$ cat src/rtl/rggen_apb_bridge_if.sv
// rggen_apb_bridge_if: register-bus and APB interfaces of the APB bridge
interface rggen_apb_bridge_bus_if #(
  parameter int ADDRESS_WIDTH = 8,
  parameter int DATA_WIDTH = 32
);
  logic request;
  logic [ADDRESS_WIDTH-1:0] address;
  logic write;
  logic [DATA_WIDTH-1:0] write_data;
  logic [DATA_WIDTH/8-1:0] strobe;
  logic done;
  logic [DATA_WIDTH-1:0] read_data;
  logic [1:0] status;
  modport master(output request, address, write, write_data, strobe, input done, read_data, status);
  modport slave(input request, address, write, write_data, strobe, output done, read_data, status);
endinterface

interface rggen_apb_bridge_apb_if #(
  parameter int ADDRESS_WIDTH = 8,
  parameter int DATA_WIDTH = 32
);
  logic psel;
  logic penable;
  logic pwrite;
  logic [ADDRESS_WIDTH-1:0] paddr;
  logic [DATA_WIDTH-1:0] pwdata;
  logic [DATA_WIDTH/8-1:0] pstrb;
  logic [2:0] pprot;
  logic pready;
  logic [DATA_WIDTH-1:0] prdata;
  logic pslverr;
  modport master(output psel, penable, pwrite, paddr, pwdata, pstrb, pprot, input pready, prdata, pslverr);
  modport slave(input psel, penable, pwrite, paddr, pwdata, pstrb, pprot, output pready, prdata, pslverr);
endinterface

$ cat src/rtl/rggen_apb_bridge.sv
// rggen_apb_bridge: register-bus to APB3/APB4 master bridge with optional ACCESS-phase timeout
module rggen_apb_bridge #(
  parameter int ADDRESS_WIDTH = 8,
  parameter int DATA_WIDTH = 32,
  parameter int TIMEOUT_CYCLES = 256
) (
  input logic clk,
  input logic rst_n,
  rggen_apb_bridge_bus_if.slave bus,
  rggen_apb_bridge_apb_if.master apb
);
  localparam int SW = DATA_WIDTH / 8;
  localparam int CW = TIMEOUT_CYCLES == 0 ? 1 : $clog2(TIMEOUT_CYCLES + 1);
  localparam logic [CW-1:0] TIMEOUT = CW'(TIMEOUT_CYCLES);
  localparam logic [ADDRESS_WIDTH-1:0] ADDR_MASK = ~ADDRESS_WIDTH'(SW - 1);
  typedef enum logic [1:0] {IDLE, SETUP, ACCESS, DONE} state_t;
  state_t state, state_n;
  logic [CW-1:0] count, count_n, count_inc;
  logic psel_n, penable_n, pwrite_n, done_n, timeout;
  logic [ADDRESS_WIDTH-1:0] paddr_n;
  logic [DATA_WIDTH-1:0] pwdata_n, read_data_n;
  logic [SW-1:0] pstrb_n;
  logic [1:0] status_n;
  assign count_inc = count + CW'(1);
  assign timeout = TIMEOUT_CYCLES != 0 && count_inc == TIMEOUT;
  assign apb.pprot = 3'b000;
  always_comb begin
    state_n = state;
    count_n = count;
    psel_n = apb.psel;
    penable_n = apb.penable;
    pwrite_n = apb.pwrite;
    paddr_n = apb.paddr;
    pwdata_n = apb.pwdata;
    pstrb_n = apb.pstrb;
    done_n = 1'b0;
    read_data_n = bus.read_data;
    status_n = bus.status;
    case (state)
      IDLE: if (bus.request) begin
        state_n = SETUP;
        count_n = '0;
        psel_n = 1'b1;
        penable_n = 1'b0;
        pwrite_n = bus.write;
        paddr_n = bus.address & ADDR_MASK;
        pwdata_n = bus.write ? bus.write_data : '0;
        pstrb_n = bus.write ? bus.strobe : '0;
      end
      SETUP: begin
        state_n = ACCESS;
        penable_n = 1'b1;
      end
      // a timeout drops psel without pready, deliberately breaking the APB hold rule
      ACCESS: if (apb.pready || timeout) begin
        state_n = DONE;
        psel_n = 1'b0;
        penable_n = 1'b0;
        done_n = 1'b1;
        read_data_n = (apb.pready && !apb.pwrite) ? apb.prdata : '0;
        status_n = apb.pready ? {apb.pslverr, 1'b0} : 2'b11;
      end else begin
        count_n = count_inc;
      end
      default: state_n = IDLE;
    endcase
  end
  always_ff @(posedge clk or negedge rst_n) begin
    if (!rst_n) begin
      state <= IDLE;
      count <= '0;
      apb.psel <= 1'b0;
      apb.penable <= 1'b0;
      apb.pwrite <= 1'b0;
      apb.paddr <= '0;
      apb.pwdata <= '0;
      apb.pstrb <= '0;
      bus.done <= 1'b0;
      bus.read_data <= '0;
      bus.status <= '0;
    end else begin
      state <= state_n;
      count <= count_n;
      apb.psel <= psel_n;
      apb.penable <= penable_n;
      apb.pwrite <= pwrite_n;
      apb.paddr <= paddr_n;
      apb.pwdata <= pwdata_n;
      apb.pstrb <= pstrb_n;
      bus.done <= done_n;
      bus.read_data <= read_data_n;
      bus.status <= status_n;
    end
  end
endmodule
$ cat src/flat_wrapper.sv
// flat-port wrapper written by rule: the top's interface ports become plain ports
module rggen_apb_bridge_flat 
#(
  parameter int ADDRESS_WIDTH = 8,
  parameter int DATA_WIDTH = 32,
  parameter int TIMEOUT_CYCLES = 256
)
  (clk, rst_n, bus_request, bus_address, bus_write, bus_write_data, bus_strobe, bus_done, bus_read_data, bus_status, apb_psel, apb_penable, apb_pwrite, apb_paddr, apb_pwdata, apb_pstrb, apb_pprot, apb_pready, apb_prdata, apb_pslverr);
  rggen_apb_bridge_bus_if #(.ADDRESS_WIDTH(ADDRESS_WIDTH), .DATA_WIDTH(DATA_WIDTH)) bus_i ();
  rggen_apb_bridge_apb_if #(.ADDRESS_WIDTH(ADDRESS_WIDTH), .DATA_WIDTH(DATA_WIDTH)) apb_i ();
  input logic clk;
  input logic rst_n;
  input wire logic [$bits(bus_i.request)-1:0] bus_request;
  input wire logic [$bits(bus_i.address)-1:0] bus_address;
  input wire logic [$bits(bus_i.write)-1:0] bus_write;
  input wire logic [$bits(bus_i.write_data)-1:0] bus_write_data;
  input wire logic [$bits(bus_i.strobe)-1:0] bus_strobe;
  output wire logic [$bits(bus_i.done)-1:0] bus_done;
  output wire logic [$bits(bus_i.read_data)-1:0] bus_read_data;
  output wire logic [$bits(bus_i.status)-1:0] bus_status;
  output wire logic [$bits(apb_i.psel)-1:0] apb_psel;
  output wire logic [$bits(apb_i.penable)-1:0] apb_penable;
  output wire logic [$bits(apb_i.pwrite)-1:0] apb_pwrite;
  output wire logic [$bits(apb_i.paddr)-1:0] apb_paddr;
  output wire logic [$bits(apb_i.pwdata)-1:0] apb_pwdata;
  output wire logic [$bits(apb_i.pstrb)-1:0] apb_pstrb;
  output wire logic [$bits(apb_i.pprot)-1:0] apb_pprot;
  input wire logic [$bits(apb_i.pready)-1:0] apb_pready;
  input wire logic [$bits(apb_i.prdata)-1:0] apb_prdata;
  input wire logic [$bits(apb_i.pslverr)-1:0] apb_pslverr;
  assign bus_i.request = bus_request;
  assign bus_i.address = bus_address;
  assign bus_i.write = bus_write;
  assign bus_i.write_data = bus_write_data;
  assign bus_i.strobe = bus_strobe;
  assign bus_done = bus_i.done;
  assign bus_read_data = bus_i.read_data;
  assign bus_status = bus_i.status;
  assign apb_psel = apb_i.psel;
  assign apb_penable = apb_i.penable;
  assign apb_pwrite = apb_i.pwrite;
  assign apb_paddr = apb_i.paddr;
  assign apb_pwdata = apb_i.pwdata;
  assign apb_pstrb = apb_i.pstrb;
  assign apb_pprot = apb_i.pprot;
  assign apb_i.pready = apb_pready;
  assign apb_i.prdata = apb_prdata;
  assign apb_i.pslverr = apb_pslverr;
  rggen_apb_bridge #(.ADDRESS_WIDTH(ADDRESS_WIDTH), .DATA_WIDTH(DATA_WIDTH), .TIMEOUT_CYCLES(TIMEOUT_CYCLES)) u_core (.clk(clk), .rst_n(rst_n), .bus(bus_i), .apb(apb_i));
endmodule
$ cat config.mk
export PLATFORM = sky130hd
export DESIGN_NAME = rggen_apb_bridge_flat
export DESIGN_NICKNAME = d
export VERILOG_FILES = /design/src/rtl/rggen_apb_bridge_if.sv /design/src/rtl/rggen_apb_bridge.sv /design/src/flat_wrapper.sv
export SDC_FILE = /design/constraint.sdc
export NUM_CORES = 1
export LEC_CHECK = 0
export CAP_MARGIN = 10
export CORE_ASPECT_RATIO = 1.2
export CORE_UTILIZATION = 55
export CTS_CLUSTER_DIAMETER = 60
export CTS_CLUSTER_SIZE = 10
export DETAILED_ROUTE_END_ITERATION = 6
export DONT_BUFFER_PORTS = 1
export PLACE_DENSITY = 0.82
export SETUP_SLACK_MARGIN = 0.05
export SLEW_MARGIN = 30
export SYNTH_ARGS = -nofsm -noshare
export SYNTH_HDL_FRONTEND = slang
export SYNTH_SLANG_ARGS = --single-unit
$ cat constraint.sdc
create_clock -name clk -period 1.95 [get_ports clk]
set_input_delay 0.585 -clock clk [delete_from_list [all_inputs] [get_ports clk]]
set_output_delay 0.585 -clock clk [all_outputs]
set_load 0.02 [all_outputs]
==> impl_metrics.csv, run 1 <==
group,metric,value,unit
cts,cts_buffers,9,
critical_path,crit_fanout,7,
floorplan,start_util,0.5769,
yosys,synth_compound_area_frac,0.1014,
yosys,ys_seq_area_frac,0.5333,
layout,syn2layout_area_growth,15.68,%
place,globalplace.congestion,0.8340,
critical_path,crit_slowest_cell,"dfrtp_2",
timing,fin_tns_setup,-1.371,ns
floorplan,num_rows,34,
yosys,syn_area_per_cell,9.164,µm²
routing,vias_per_cell,6.108,
yosys,synthAdderAreaFrac,0.02051,
grt,grt_pass1_vias,3375,
grt,track_usage,0.2578,
power,p_leak,0.002444,µW
cts,htreeDepth,3,
grt,grt_start_max_net_pins,92,
floorplan,io_pins,167,
timing,fin_crit,2.108,ns
critical_path,critical-path-top-delay-family,"compound AO/OA/AOI/OAI gates",
layout,nNetsFinal,567,
yosys,ys_warn_count,0,
routing,drc,0,
cts,clk_pin_slew_worst_paths,0.08,ns
critical_path,cp-end-kind,"flop",
routing,wire_per_inst,18.21,µm
cts,clock_latency,0.36,ns
power,peakVddDrop,0.8855,mV
routing,vias,3494,
yosys,synth_area,4270,µm²
critical_path,worstRegToRegCells,7,
grt,grt_pass1_wl,15880,µm
critical_path,start_kind,"flop",
status,status,"finished, violations left",
cts,cts_buffer_depth,2,
yosys,synth_xor_area_frac,0.002051,
yosys,yosysTopAreaCell,"dfrtp_1",
critical_path,cp_num_cells,7,
critical_path,critical_path_class,"flop to flop",
critical_path,cp_cell_sequence,"buf_4 -> a311oi_2 -> a31oi_2 -> o21ai_2 -> a41oi_4 -> a211oi_2 -> mux2_1",
layout,n_antenna_cell,0,
place,io_buffers,0,
critical_path,critPathBufInv,1,
routing,routed_wl,10410,µm
timing,hold_ws,-0.07946,ns
layout,drive_above_1_share,0.2158,
floorplan,die_h,98.53,µm
grt,antenna_found_initial,0,
timing,timing.slew.headroom,0.6086,
cts,clock_sinks,91,
yosys,synth_cell_types,45,
power,pwr_density_cell,1623,nW/µm²
timing,hold_viol_final,91,
layout,layout.cells.most_common,"nand2_1",
timing,fin_skew,0.01270,ns
layout,area.sequential,2283,µm²
cts,root_buffer,"clkbuf_8",
yosys,synth.top_cells.by_area,"dfrtp_1, nand2_1, nand4b_1, nand3_1, o21ai_1",
timing,setup_ws,-0.1576,ns
yosys,synth_top_area_share,0.5333,
min_path,hold_class,"input port to asynchronous set/reset pin",
floorplan,dieArea,8122,µm²
routing,drtIter0Drc,214,
place,hpwl,7049,µm
routing,firstDrtPassIters,6,
layout,multi_input_area,1972,µm²
timing,fin_crit_sh,1.081,
yosys,synth_top_family_by_area,"simple AND/OR/NAND/NOR gates",
critical_path,max_stage_delay,0.45,ns
layout,fillerInstances,565,
timing,worst_pin_slew,0.5872,ns
cts,cts_tree,"yes",
critical_path,crit_arrival,2.34,ns
routing,ant_nets,0,
yosys,yosys.area_share.simple,0.2766,
layout,finish.utilization,0.6673,
floorplan,core_area,7402,µm²
timing,maxSlewViolCount,0,
timing,max_freq,474.5,MHz
status,violations,"hold timing, setup timing",
yosys,synth_cells,466,
grt,overflow,0,
timing,rsz0062_at_grt,"yes",
job,drv_cap,0,
critical_path,cp.required,2.19,ns
floorplan,die_w,82.44,µm
timing,setup_violations,34,
layout,most-common-layout-cells,"nand2_1, dfrtp_1, nand3_1",
yosys,synthMuxAreaShare,0.007618,
yosys,ys_ff_latch,91,
per-stage QoR:
| stage | setup slack (ns) | cells | power, µW | hold slack [ns] | instance area (µm²) |
|---|---|---|---|---|---|
| after floorplan | 0.04863 | 470 | 5710 | 0.2894 | 4315 |
| after global placement | -0.1551 | 550 | 6328 | 0.2938 | 4509 |
| after detailed placement | -0.2115 | 550 | 6482 | 0.2937 | 4509 |
| after CTS | -0.1020 | 570 | 7919 | -0.09813 | 4836 |
| after global routing | -0.2314 | 572 | 8501 | -0.09989 | 4940 |
| final | -0.1576 | 572 | 8016 | -0.07946 | 4940 |
cells in the mapped netlist, drive strengths merged:
master	count
a21oi	3
o21bai	1
nor2b	1
nor4b	1
xor2	1
a41oi	2
a41o	2
nor3	3
a211o	2
ha	7
mux2i	1
and4	3
nand4	3
a31oi	5
nand3b	1
and3	2
or4	1
a221o	1
nor2	7
nand2	138
and2	3
a311oi	1
a21o	3
o21ai	46
a211oi	1
dfrtp	91
nand3	38
conb	1
mux2	2
clkbuf	25
nand4b	33
nand2b	3
buf	20
o211ai	3
o21a	1
nor4	2
o31ai	1
inv	7
worst register-to-register path: cells and delay by family (launching register included):
family	cells	cell delay, ns
mux	1	0.34
buf+inv	1	0.16
compound gates	5	1.04
flops	1	0.45
per-layer routing:
| layer | vias up | part of all wire | GRT usage |
|---|---|---|---|
| met5 | - | 0 | 0 |
| met4 | 0 | 0.026 | 0.08772 |
| met2 | 176 | 0.51 | 0.4348 |
| met1 | 1675 | 0.37 | 0.2985 |
| met3 | 24 | 0.091 | 0.09167 |
| li1 | 1619 | - | - |
layout make-up:
type                       instances  share of cell area
tap                               90             0.02280
clock buffer                      10             0.02584
multi-input combinational        327              0.3992
timing repair buffer              42             0.07194
clock inverter                     5             0.01266
inverter                           7            0.005319
sequential                        91              0.4623
power breakdown:
part           switching, µW  internal [µW]  leakage [µW]
combinational           1380            990       0.00118
clock                    671            595     0.0000894
sequential              1680           2700       0.00117
total                   3730           4290       0.00244
repair_timing:
item | in CTS | in global routing
setup buffers | 4 | 2
gates resized for setup | 36 | 25
gates cloned | 1 | 0
hold endpoints to repair | 91 | 91
setup endpoints to repair | 45 | 48
pin swaps | 3 | 5
kinds of logic (layout without fill, tap and decap cells):
logic type,Yosys count,after routing
AOI/OAI and AO/OA,72,72
xor gates and xnor gates,1,1
adders and majority gates,7,7
buffers and inverters,52,64
DFF,91,91
muxes,3,3
other,1,5
and+or+nand+nor,239,239
worst paths after layout:
| kind | startpoint | to | slack (ns) |
|---|---|---|---|
| max in group asynchronous | rst_n | u_core.count[3]$_DFFE_PN0P_ | 1.85 |
| min | rst_n | u_core.count[0]$_DFFE_PN0P_ | -0.08 |
| min reg2reg | u_core.count[7]$_DFFE_PN0P_ | u_core.count[7]$_DFFE_PN0P_ | 0.59 |
| max reg2reg | u_core.count[0]$_DFFE_PN0P_ | u_core.apb.penable$_DFFE_PN0P_ | -0.16 |
| min in group clk | bus_address[6] | u_core.apb.paddr[6]$_DFFE_PN0P_ | 0.33 |
| max | u_core.count[0]$_DFFE_PN0P_ | u_core.apb.penable$_DFFE_PN0P_ | -0.16 |
flip-flops by register name, summed over array words and instances, names as in the netlist:
| register | count |
|---|---|
| u_core.apb.paddr | 6 |
| u_core.apb.penable | 1 |
| u_core.apb.psel | 1 |
| u_core.apb.pstrb | 4 |
| u_core.apb.pwdata | 32 |
| u_core.apb.pwrite | 1 |
| u_core.bus.done | 1 |
| u_core.bus.read_data | 32 |
| u_core.bus.status | 2 |
| u_core.count | 9 |
| u_core.state | 2 |
(Power assumes the default switching activity.)
==> run 2, diff against run 1 <==
--- a/config.mk
+++ b/config.mk
@@ -5,10 +5,11 @@
 export SDC_FILE = /design/constraint.sdc
 export NUM_CORES = 1
 export LEC_CHECK = 0
+export ABC_AREA = 1
 export CAP_MARGIN = 10
 export CORE_ASPECT_RATIO = 1.2
 export CORE_UTILIZATION = 55
-export CTS_CLUSTER_DIAMETER = 60
+export CTS_CLUSTER_DIAMETER = 120
 export CTS_CLUSTER_SIZE = 10
 export DETAILED_ROUTE_END_ITERATION = 6
 export DONT_BUFFER_PORTS = 1
==> impl_metrics.csv, run 2 <==
group,metric,value,unit
status,status,"finished, violations left",
status,violations,"hold timing, setup timing",
yosys,yosysMostFrequentCell,"nand2_1",
floorplan,core_area,6937,µm²
timing,fin_skew,0.008836,ns
floorplan,die_h,95.71,µm
yosys,yosysTopAreaCell,"dfrtp_1",
routing,drc,0,
critical_path,cp_cell_sequence,"nand2_1 -> nor2_1 -> nand2_1 -> nand2_1 -> nand2_2 -> nor2_2 -> nand3_2 -> nand2_4 -> nand2_8 -> clkbuf_16 -> nand2_1 -> o21ai_0",
timing,hold_viol_final,91,
cts,clock_sinks,91,
critical_path,critical_path_class,"flop to flop",
critical_path,cp_common_cell,"nand2_1",
power,pwr_density_cell,1524,nW/µm²
yosys,synth_area,4025,µm²
timing,fin_crit,1.977,ns
grt,grt_pass1_vias,2786,
cts,htreeDepth,3,
yosys,synth_edf_count,0,
layout,nNetsFinal,565,
yosys,synthAdderAreaFrac,0.02176,
routing,wire_per_inst,16.95,µm
routing,firstDrtPassIters,4,
routing,drtIter0Drc,202,
cts,clock_latency,0.35,ns
yosys,ys_seq_area_frac,0.5657,
floorplan,die_w,80.10,µm
critical_path,crit_slowest_cell,"dfrtp_1",
floorplan,num_rows,33,
yosys,synth_top_area_share,0.5657,
yosys,synth_cells,475,
grt,grt_pass1_wl,12700,µm
layout,n_antenna_cell,0,
job,drv_cap,0,
timing,maxSlewViolCount,0,
layout,top_regs,"u_core.apb.pwdata: 32 flops, u_core.bus.read_data: 32 flops, u_core.count: 9 flops",
grt,overflow,0,
critical_path,critical-path-top-delay-family,"simple AND/OR/NAND/NOR gates",
power,p_int,3986,µW
floorplan,start_util,0.5803,
yosys,ys_warn_count,0,
critical_path,critPathBufInv,1,
yosys,yosys.area_share.simple,0.2521,
routing,ant_nets,0,
timing,rsz0062_at_grt,"yes",
critical_path,cp.required,2.19,ns
yosys,synthArstFlopShare,1.000,
power,p_leak,0.002182,µW
timing,max_freq,505.9,MHz
place,globalplace.congestion,0.8745,
critical_path,cp-end-kind,"flop",
grt,grt_start_max_net_pins,92,
power,seq_power_share,0.532,
timing,setup_ws,-0.02674,ns
cts,cts_buffers,9,
timing,fin_crit_sh,1.014,
yosys,synth.top_cells.by_area,"dfrtp_1, nand2_1, o21ai_0, nand3_1, ha_1",
routing,vias_per_cell,5.593,
cts,clk_pin_slew_worst_paths,0.09,ns
floorplan,io_pins,167,
yosys,synth_xor_area_frac,0.002176,
min_path,hold_class,"input port to asynchronous set/reset pin",
critical_path,start_kind,"flop",
power,peakVddDrop,0.8495,mV
critical_path,crit_arrival,2.21,ns
yosys,synth_top_family_by_area,"simple AND/OR/NAND/NOR gates",
power,p_sw,2968,µW
grt,track_usage,0.2210,
yosys,ys_ff_latch,91,
cts,root_buffer,"clkbuf_8",
yosys,synthMuxAreaShare,0,
floorplan,dieArea,7666,µm²
routing,vias,3177,
grt,antenna_found_initial,0,
yosys,synth_cell_types,23,
routing,routed_wl,9625,µm
critical_path,crit_fanout,9,
yosys,syn_area_per_cell,8.474,µm²
critical_path,max_stage_delay,0.47,ns
layout,most-common-layout-cells,"nand2_1, dfrtp_1, o21ai_0",
cts,cts_tree,"yes",
place,io_buffers,0,
cts,cts_buffer_depth,2,
yosys,synth_compound_area_frac,0.09792,
yosys,synth_common_cells,"nand2_1, dfrtp_1, o21ai_0",
layout,syn2layout_area_growth,13.34,%
timing,hold_ws,-0.08042,ns
timing,setup_violations,11,
layout,drive_above_1_share,0.1247,
layout,post-route-cell-area,4562,µm²
power,clkPwrFrac,0.200,
power,sw_frac_of_total,0.4268,
power,p_comb_frac,0.268,
yosys,synthFlopType,"dfrtp_1",
place,dpl_cell_area,4111,µm²
layout,layout.cells.most_common,"nand2_1",
place,hpwl,6174,µm
## run 2: cell count changes after synthesis, moves of 5 or more
cell	previous run	this run
nand2_1	137	172
nor2_1	7	13
o21ai_1	26	1
a31oi_1	5	0
inv_1	7	18
nand3_1	38	49
clkbuf_1	25	20
o21ai_0	20	72
nand4b_1	33	0
## run 2: repair_timing
action / CTS / global route
buffers inserted: 0 / 1
pin swaps: 0 / 4
setup endpoints to repair: 1 / 43
cloned: 0 / 7
endpoints found under the hold margin: 91 / 91
gates resized for setup: 1 / 39
## run 2: cell families after synthesis
group	count (synthesis)
xor gates and xnor gates	1
DFF	91
buffers and inverters	53
AOI/OAI and AO/OA	78
other	1
and+or+nand+nor	244
adders and majority gates	7
## run 2: final cells by class
cell class / count / area, µm²
fillers: 580 / 2375
flip-flops and latches: 91 / 2280
multi-input cells: 336 / 1617
repair buffers: 19 / 269.0
clock buffers: 11 / 131.4
well taps: 87 / 108.9
clock inverters: 5 / 85.08
inverters: 19 / 71.32
## run 2: power by group through the flow
stage / registers (µW) / logic (µW) / clock network, µW
global route: 3780 / 2110 / 1490
finish: 3700 / 1860 / 1390
floorplan: 3580 / 1190 / 0
CTS: 3690 / 1610 / 1430
detailed placement: 3720 / 1610 / 0
global placement: 3700 / 1500 / 0
## run 2: per-stage QoR
step / power (µW) / std cells / worst slack [ns] / utilization / TNS [ns]
after detailed placement: 5331 / 544 / 0.06275 / 0.5927 / 0
after global placement: 5204 / 544 / 0.1819 / 0.5927 / 0
after global routing: 7379 / 568 / -0.1196 / 0.6576 / -3.122
after CTS: 6728 / 560 / 0.06728 / 0.6243 / 0
after floorplan: 4765 / 479 / 0.1688 / - / 0
final: 6954 / 568 / -0.02674 / 0.6576 / -0.1397
## run 2: path summary, 6_finish.rpt
kind	from	endpoint	slack, ns	cells after the start
max	u_core.count[4]$_DFFE_PN0P_	u_core.bus.read_data[5]$_DFFE_PN0P_	-0.03	12
min	rst_n	u_core.apb.paddr[6]$_DFFE_PN0P_	-0.08	0
min reg2reg	u_core.count[8]$_DFFE_PN0P_	u_core.count[8]$_DFFE_PN0P_	0.53	2
max in group asynchronous	rst_n	u_core.apb.pwdata[29]$_DFFE_PN0P_	1.90	0
min in group clk	bus_address[6]	u_core.apb.paddr[6]$_DFFE_PN0P_	0.34	2
max reg2reg	u_core.count[4]$_DFFE_PN0P_	u_core.bus.read_data[5]$_DFFE_PN0P_	-0.03	12
## run 2: per-layer routing
metal  track usage  wire length (µm)  vias to the layer above  part of all wire
met5             0                 0                        -                 0
met4       0.08631               262                        0             0.027
li1              -                 -                     1520                 -
met3       0.09005               823                       23             0.086
met2        0.3967              5017                      160              0.52
met1        0.2292              3522                     1474              0.37
## run 2: worst register-to-register path, delay by kind of cell (launching register included)
family,cells,cell delay (ns)
AND/OR/NAND/NOR,10,1.14
flip-flops,1,0.47
buffers and inverters,1,0.18
AO/OA/AOI/OAI,1,0.07
